**src/rtl/instr_fetch_if.sv**
```systemverilog
// Instruction-memory fetch bus between instr_fetch and the instruction memory.
//   imem_addr  : fetch address (master -> slave)
//   imem_req   : fetch request (master -> slave)
//   imem_valid : returned word valid this cycle (slave -> master)
//   imem_rdata : returned instruction word (slave -> master)
interface instr_fetch_if #(
  parameter int unsigned ADDR_W  = 8,
  parameter int unsigned INSTR_W = 16
);
  logic [ADDR_W-1:0]  imem_addr;
  logic               imem_req;
  logic               imem_valid;
  logic [INSTR_W-1:0] imem_rdata;

  modport master (output imem_addr, imem_req, input imem_valid, imem_rdata);
  modport slave  (input imem_addr, imem_req, output imem_valid, imem_rdata);
endinterface

```
**src/rtl/instr_fetch.sv**
```systemverilog
// Instruction fetch/decode stage: holds the PC, fetches over the imem bus,
// latches the word into IR and splits it into control-path fields.
//   clk, rst     : clock, asynchronous active-high reset
//   imem         : fetch bus (master side)
//   nia          : 1 = next PC is PC+1, 0 = jump to IR[ADDR_W-1:0]
//   stall        : holds the DECODE state
//   pc           : address of the instruction in IR
//   instr_valid  : IR fields valid (DECODE)
//   opfn/rs/rt/rd/imm : IR fields
//   halted       : halt instruction reached; only rst leaves HALT
module instr_fetch #(
  parameter int unsigned ADDR_W   = 8,
  parameter int unsigned INSTR_W  = 16,
  parameter int unsigned RESET_PC = 0
) (
  input  logic                clk,
  input  logic                rst,
  instr_fetch_if.master       imem,
  input  logic                nia,
  input  logic                stall,
  output logic [ADDR_W-1:0]   pc,
  output logic                instr_valid,
  output logic [4:0]          opfn,
  output logic [2:0]          rs,
  output logic [2:0]          rt,
  output logic [2:0]          rd,
  output logic [4:0]          imm,
  output logic                halted
);

  typedef enum logic [1:0] {
    IDLE   = 2'd0,
    FETCH  = 2'd1,
    DECODE = 2'd2,
    HALT   = 2'd3
  } state_t;

  state_t             state, state_d;
  logic [ADDR_W-1:0]  pc_q, pc_d;
  logic [INSTR_W-1:0] ir_q, ir_d;

  // State, PC and IR registers
  always_ff @(posedge clk or posedge rst) begin
    if (rst) begin
      state <= IDLE;
      pc_q  <= ADDR_W'(RESET_PC);
      ir_q  <= '0;
    end else begin
      state <= state_d;
      pc_q  <= pc_d;
      ir_q  <= ir_d;
    end
  end

  // Next-state, next-PC and IR capture
  always_comb begin
    state_d = state;
    pc_d    = pc_q;
    ir_d    = ir_q;
    case (state)
      IDLE: state_d = FETCH;
      FETCH: begin
        if (imem.imem_valid) begin
          ir_d    = imem.imem_rdata;
          state_d = DECODE;
        end
      end
      DECODE: begin
        if (!stall) begin
          if (ir_q[15:13] == 3'b111) begin
            state_d = HALT;
          end else begin
            // PC+1 wraps naturally at ADDR_W bits; jump target is truncated
            pc_d    = nia ? pc_q + ADDR_W'(1) : ir_q[ADDR_W-1:0];
            state_d = FETCH;
          end
        end
      end
      HALT:    state_d = HALT;
      default: state_d = IDLE;
    endcase
  end

  // Outputs decode straight from state so reset clears them without a clock
  assign imem.imem_addr = pc_q;
  assign imem.imem_req  = (state == FETCH);
  assign instr_valid    = (state == DECODE);
  assign halted         = (state == HALT);
  assign pc             = pc_q;

  assign opfn = ir_q[15:11];
  assign rs   = ir_q[10:8];
  assign rt   = ir_q[7:5];
  assign rd   = ir_q[4:2];
  assign imm  = ir_q[4:0];

endmodule

```
**src/flat_wrapper.sv**
```systemverilog
// flat-port wrapper written by rule: the top's interface ports become plain ports
module instr_fetch_flat 
#(
  parameter int unsigned ADDR_W   = 8,
  parameter int unsigned INSTR_W  = 16,
  parameter int unsigned RESET_PC = 0
)
  (clk, rst, nia, stall, pc, instr_valid, opfn, rs, rt, rd, imm, halted, imem_imem_addr, imem_imem_req, imem_imem_valid, imem_imem_rdata);
  instr_fetch_if #(.ADDR_W(ADDR_W), .INSTR_W(INSTR_W)) imem_i ();
  input  logic clk;
  input  logic rst;
  input  logic nia;
  input  logic stall;
  output logic [ADDR_W-1:0] pc;
  output logic instr_valid;
  output logic [4:0] opfn;
  output logic [2:0] rs;
  output logic [2:0] rt;
  output logic [2:0] rd;
  output logic [4:0] imm;
  output logic halted;
  output wire logic [$bits(imem_i.imem_addr)-1:0] imem_imem_addr;
  output wire logic [$bits(imem_i.imem_req)-1:0] imem_imem_req;
  input wire logic [$bits(imem_i.imem_valid)-1:0] imem_imem_valid;
  input wire logic [$bits(imem_i.imem_rdata)-1:0] imem_imem_rdata;
  assign imem_imem_addr = imem_i.imem_addr;
  assign imem_imem_req = imem_i.imem_req;
  assign imem_i.imem_valid = imem_imem_valid;
  assign imem_i.imem_rdata = imem_imem_rdata;
  instr_fetch #(.ADDR_W(ADDR_W), .INSTR_W(INSTR_W), .RESET_PC(RESET_PC)) u_core (.clk(clk), .rst(rst), .imem(imem_i), .nia(nia), .stall(stall), .pc(pc), .instr_valid(instr_valid), .opfn(opfn), .rs(rs), .rt(rt), .rd(rd), .imm(imm), .halted(halted));
endmodule
```
**config.mk**
```make
export PLATFORM = sky130hd
export DESIGN_NAME = instr_fetch_flat
export DESIGN_NICKNAME = d
export VERILOG_FILES = /design/src/rtl/instr_fetch_if.sv /design/src/rtl/instr_fetch.sv /design/src/flat_wrapper.sv
export SDC_FILE = /design/constraint.sdc
export NUM_CORES = 1
export LEC_CHECK = 0
export BUFFER_PORTS_ARGS = -buffer_cell sky130_fd_sc_hd__buf_4
export CORE_ASPECT_RATIO = 0.6
export CORE_UTILIZATION = 30
export CTS_CLUSTER_SIZE = 28
export DETAILED_ROUTE_END_ITERATION = 12
export GPL_ROUTABILITY_DRIVEN = 0
export SLEW_MARGIN = 10
export SYNTH_ARGS = -nofsm -noshare
export SYNTH_HDL_FRONTEND = slang
export SYNTH_SLANG_ARGS = --single-unit
```
**constraint.sdc**
```tcl
create_clock -name clk -period 1.46 [get_ports clk]
set_input_delay 0.073 -clock clk [delete_from_list [all_inputs] [get_ports clk]]
set_output_delay 0.073 -clock clk [all_outputs]
set_load 0.01 [all_outputs]
```
After elaboration in Yosys (flattened, before gate mapping):

Cells that the tools add are included.

* bits of input ports: 21
* register bits: 26
* word-level logic and storage cells: 21

* add/sub/neg operators: 1
* reduce and logical (&&, ||, !) cells: 4
* bitwise gates (word level): 2
* equality and inequality tests: 6
* mux-type cells: 5

Operator list (number)
* adder 8 x 1 -> 8 bit, second input constant: 1
* 2-to-1 mux 8 bit: 1
* one-hot mux 2 bit (4 select lines): 1
* 2-to-1 mux 2 bit: 3
* equality test 2 bit, second input constant: 2
* AND reduction 2 bit: 2
* equality test 3 bit, second input constant: 1
* AND reduction 3 bit: 1
* equality test 2 x 1 -> 1 bit, second input constant: 1
* zero test 2 bit: 1
* != test 2 x 1 -> 1 bit, second input constant: 1
* != test 2 bit, second input constant: 1
* inverter 1 bit: 2

Logic depth before layout (Yosys ltp):

* depth after elaboration: 4
* depth in mapped cells: 5
* mapped depth without buffers: 5

Least setup slack after synthesis:

Ideal clock, no wire load.

* kind: reg2reg
* from: reg u_core.state[0]
* to: reg u_core.pc_q[7], in the netlist u_core.imem.imem_addr[7]
* required time: 1.391 ns
* stages on the path, launching flop included: 5
* arrival: 1.376 ns
* path slack: 0.016 ns
* path through: dfrtp_1 -> and2b_1 -> nand2_1 -> or4b_1 -> nand3_1

* longest elaborated chain between the ends: 2

RTL lines
* start, declared: line instr_fetch.sv:38 `state_t state, state_d;`
* start signal, assigned: line instr_fetch.sv:49 `state <= state_d;`
* equality test 2 bit
* net instr_valid: line flat_wrapper.sv:15 `output logic instr_valid;`
* AND reduction 3 bit (no line)
* end signal, assigned: line instr_fetch.sv:46 `pc_q <= ADDR_W'(RESET_PC);`
* end signal, assigned: line instr_fetch.sv:50 `pc_q <= pc_d;`
* end, declared: line instr_fetch.sv:39 `logic [ADDR_W-1:0] pc_q, pc_d;`

The timed path passes the listed nets, and every way through them passes these cells.
A chain may end at the register's enable or synchronous reset.

Final worst setup path:

* from: reg u_core.pc_q[1], in the netlist u_core.imem.imem_addr[1]
* to: reg u_core.pc_q[7], in the netlist u_core.imem.imem_addr[7]

* longest elaborated chain between the ends: 2

RTL lines
* adder 8 x 1 -> 8 bit: line instr_fetch.sv:74 `pc_d = nia ? pc_q + ADDR_W'(1) : ir_q[ADDR_W-1:0];`
* 2-to-1 mux 8 bit: line instr_fetch.sv:74

Every way passes these cells.

==> summary.txt <==
Outcome
  • Status: complete, no violations

GRT
  • Remaining global-route overflow: 0
  • Antenna violations before repair: 0
  • Vias in the first global route: 1108
  • Largest net degree at the start of global routing: 27
  • First-pass GRT wire length: 5.03 mm
  • Total Routing Usage GR: 0.150

Synth
  • Synth unique cells: 25
  • Yosys warns: 0
  • Cell area after synthesis: 1260 sq um
  • Mean Syn Cell Area: 11.3 sq um
  • Post-Syn Instances: 112
  • Syn nets: 134
  • Sequential area share after synthesis: 0.515
  • Yosys reg bits: 26

Setup path
  • Crit path from: u_core.imem.imem_addr[1]
  • Cell Chain, Critical Path: and4_4 -> nand4_1 -> or4b_1 -> nand3_1
  • Crit start category: register
  • Setup crit end kind: register
  • Critical path type: register to register
  • Worst r2r src: u_core.imem.imem_addr[1]
  • Critical Path Max Stage Delay: 0.48 ns
  • Slowest CP cell: or4b_1
  • Crit path DAT: 1.60 ns
  • Worst Path Max Fanout: 4
  • Critical Path RT: 1.67 ns

STA
  • Unrepaired setup endpoints after global routing: false
  • Final period util: 0.952
  • Worst slew pin tran: 0.334 ns
  • Worst relative slew slack: 0.777
  • Final hold viol count: 0
  • FMAX: 720 MHz
  • Worst Skew: 0.00739 ns
  • Final WS setup: 0.0704 ns
  • Final max-slew violation count: 0
  • Sum of negative setup slack: 0 ns
  • Min Tclk post-route: 1.39 ns
  • Setup violators final: 0

Clocking
  • CTS sink count: 26
  • CTS tree: done
  • CTS buffer count: 3
  • Max Root-Sink Buffers: 2
  • Skew-Pair Late Insertion Delay: 0.27 ns
  • Clock slew at reported path FFs: 0.09 ns
  • H-tree Lvls: 1
  • CTS Root Cell: clkbuf_8

Final layout
  • ANT cells: 0
  • Most frequent cells in the layout: 66 x buf_4, 26 x dfrtp_1, 16 x mux2_2
  • Area delta synth->final: 45.4%
  • Fraction of layout instances using a drive strength above 1: 0.541
  • Final-stage net count: 193
  • Final instance area: 1840 sq um
  • Commonest non-fill, non-tap cell in the layout: buf_4

Placement
  • Placement-stage cell area: 1740 sq um
  • DP HPWL: 2.46 mm
  • Pre-CTS setup slack: 0.0255 ns
  • Buffers on Ports: 58

Power and ir drop
  • Power Density: 1570 nW/um^2
  • Worst VDD drop: 0.000763 V
  • Leakage: 0.896 nW

Route
  • Routed len/inst: 14.0 um
  • Via/cell ratio: 4.80
  • Post-DRT Antenna Nets: 0
  • Detailed Routing Iterations Pass 1: 4
  • DR vias: 1089
  • Initial DRC count: 59
  • DR DRC count: 0
  • Drt total wl: 3.17 mm

Floorplanning
  • I/O pin count: 59
  • Chip width: 85.7 um
  • Initial Util: 0.328
  • Core Footprint: 3850 sq um
  • Die Area: 4480 sq um
  • Row count: 17
  • Die Height: 52.3 um

Worst hold path
  • HP Class: primary input to register
  • Worst Hold Launch: imem_imem_valid

Job
  • Maxcap violations: 0
-- sequential cells by signal, indices dropped and copies added (netlist names) --
register / cells
u_core.imem.imem_addr: 8
u_core.state: 2
u_core.ir_q: 16
-- layout make-up --
cell class | count | area (sq um)
repair buffers | 69 | 536
multi-input cells | 69 | 515
inverters | 2 | 7.51
well taps | 57 | 71.3
clock buffers | 4 | 55.1
fillers | 366 | 2010
flip-flops and latches | 26 | 651
-- synth_stat cells (all sizes together) --
| master | instances | area (sq um) |
|---|---|---|
| and2 | 3 | 18.8 |
| a31oi | 1 | 6.26 |
| nand3b | 1 | 7.51 |
| or4b | 1 | 10.0 |
| inv | 2 | 7.51 |
| a22oi | 2 | 15.0 |
| nor2b | 1 | 6.26 |
| a2bb2oi | 3 | 26.3 |
| mux2 | 16 | 180 |
| a21oi | 7 | 35.0 |
| dfrtp | 26 | 651 |
| nand2b | 1 | 6.26 |
| nand2 | 7 | 26.3 |
| and4 | 1 | 11.3 |
| clkbuf | 1 | 3.75 |
| o21ai | 10 | 50.1 |
| and2b | 2 | 15.0 |
| nand4 | 2 | 12.5 |
| ha | 1 | 12.5 |
| buf | 14 | 103 |
| nand3 | 7 | 35.0 |
| mux2i | 1 | 10.0 |
| o22ai | 1 | 6.26 |
| and3 | 1 | 7.51 |
-- metrics by stage --
step                      cells   util  hold slack, ns  power [mW]
final                       227  0.477          0.0136        2.88
after global routing        227  0.477         0.00429        3.07
after CTS                   226  0.470         0.00770        2.89
after detailed placement    220  0.451           0.158        2.42
after global placement      220  0.451           0.151        2.36
after floorplan             112      -           0.113        1.77
-- what timing repair did --
action / in CTS / in global routing
hold buffers: 2 / 0
gates resized for setup: 0 / 4
endpoints found under the hold margin: 27 / 0
setup endpoints to repair: 0 / 4
setup buffers: 0 / 1
-- worst paths after layout --
check,end,cells after the start,slack (ns)
max reg2reg,u_core.imem.imem_addr[7],4,0.07
min reg2reg,u_core.ir_q[10],1,0.52
max,u_core.imem.imem_addr[7],4,0.07
max in group asynchronous,u_core.state[0],4,0.80
min,u_core.state[0],2,0.01
min in group asynchronous,u_core.ir_q[7],4,0.40
-- power by group --
part | leakage, nW | total, mW | switching, mW | internal, mW
Clock | 0.0288 | 0.464 | 0.223 | 0.241
Sequential | 0.321 | 1.20 | 0.238 | 0.958
Combinational | 0.546 | 1.22 | 0.515 | 0.706
Total | 0.896 | 2.88 | 0.977 | 1.90
-- worst max-delay path: cells and delay by family, from the launching register on --
kind	cells	cell delay, ns
flops	1	0.41
simple gates	4	0.92
-- cells by family (layout without fill, tap and decap cells) --
group,Yosys count,count (layout),share of synthesized area
DFF,26,26,0.515
buffers and inverters,17,75,0.0902
muxes,17,17,0.151
AOI/OAI and AO/OA,24,24,0.110
and+or+nand+nor,27,27,0.124
adders and majority gates,1,1,0.00991
-- layer usage --
| layer | wire length, um | up-vias | track usage |
|---|---|---|---|
| li1 | - | 509 | - |
| met1 | 1390 | 527 | 0.172 |
| met2 | 1520 | 49 | 0.268 |
| met3 | 225 | 4 | 0.0520 |
| met4 | 39 | 0 | 0.0472 |
| met5 | 0 | - | 0 |
Note: power is estimated with default switching activity, not from simulation.
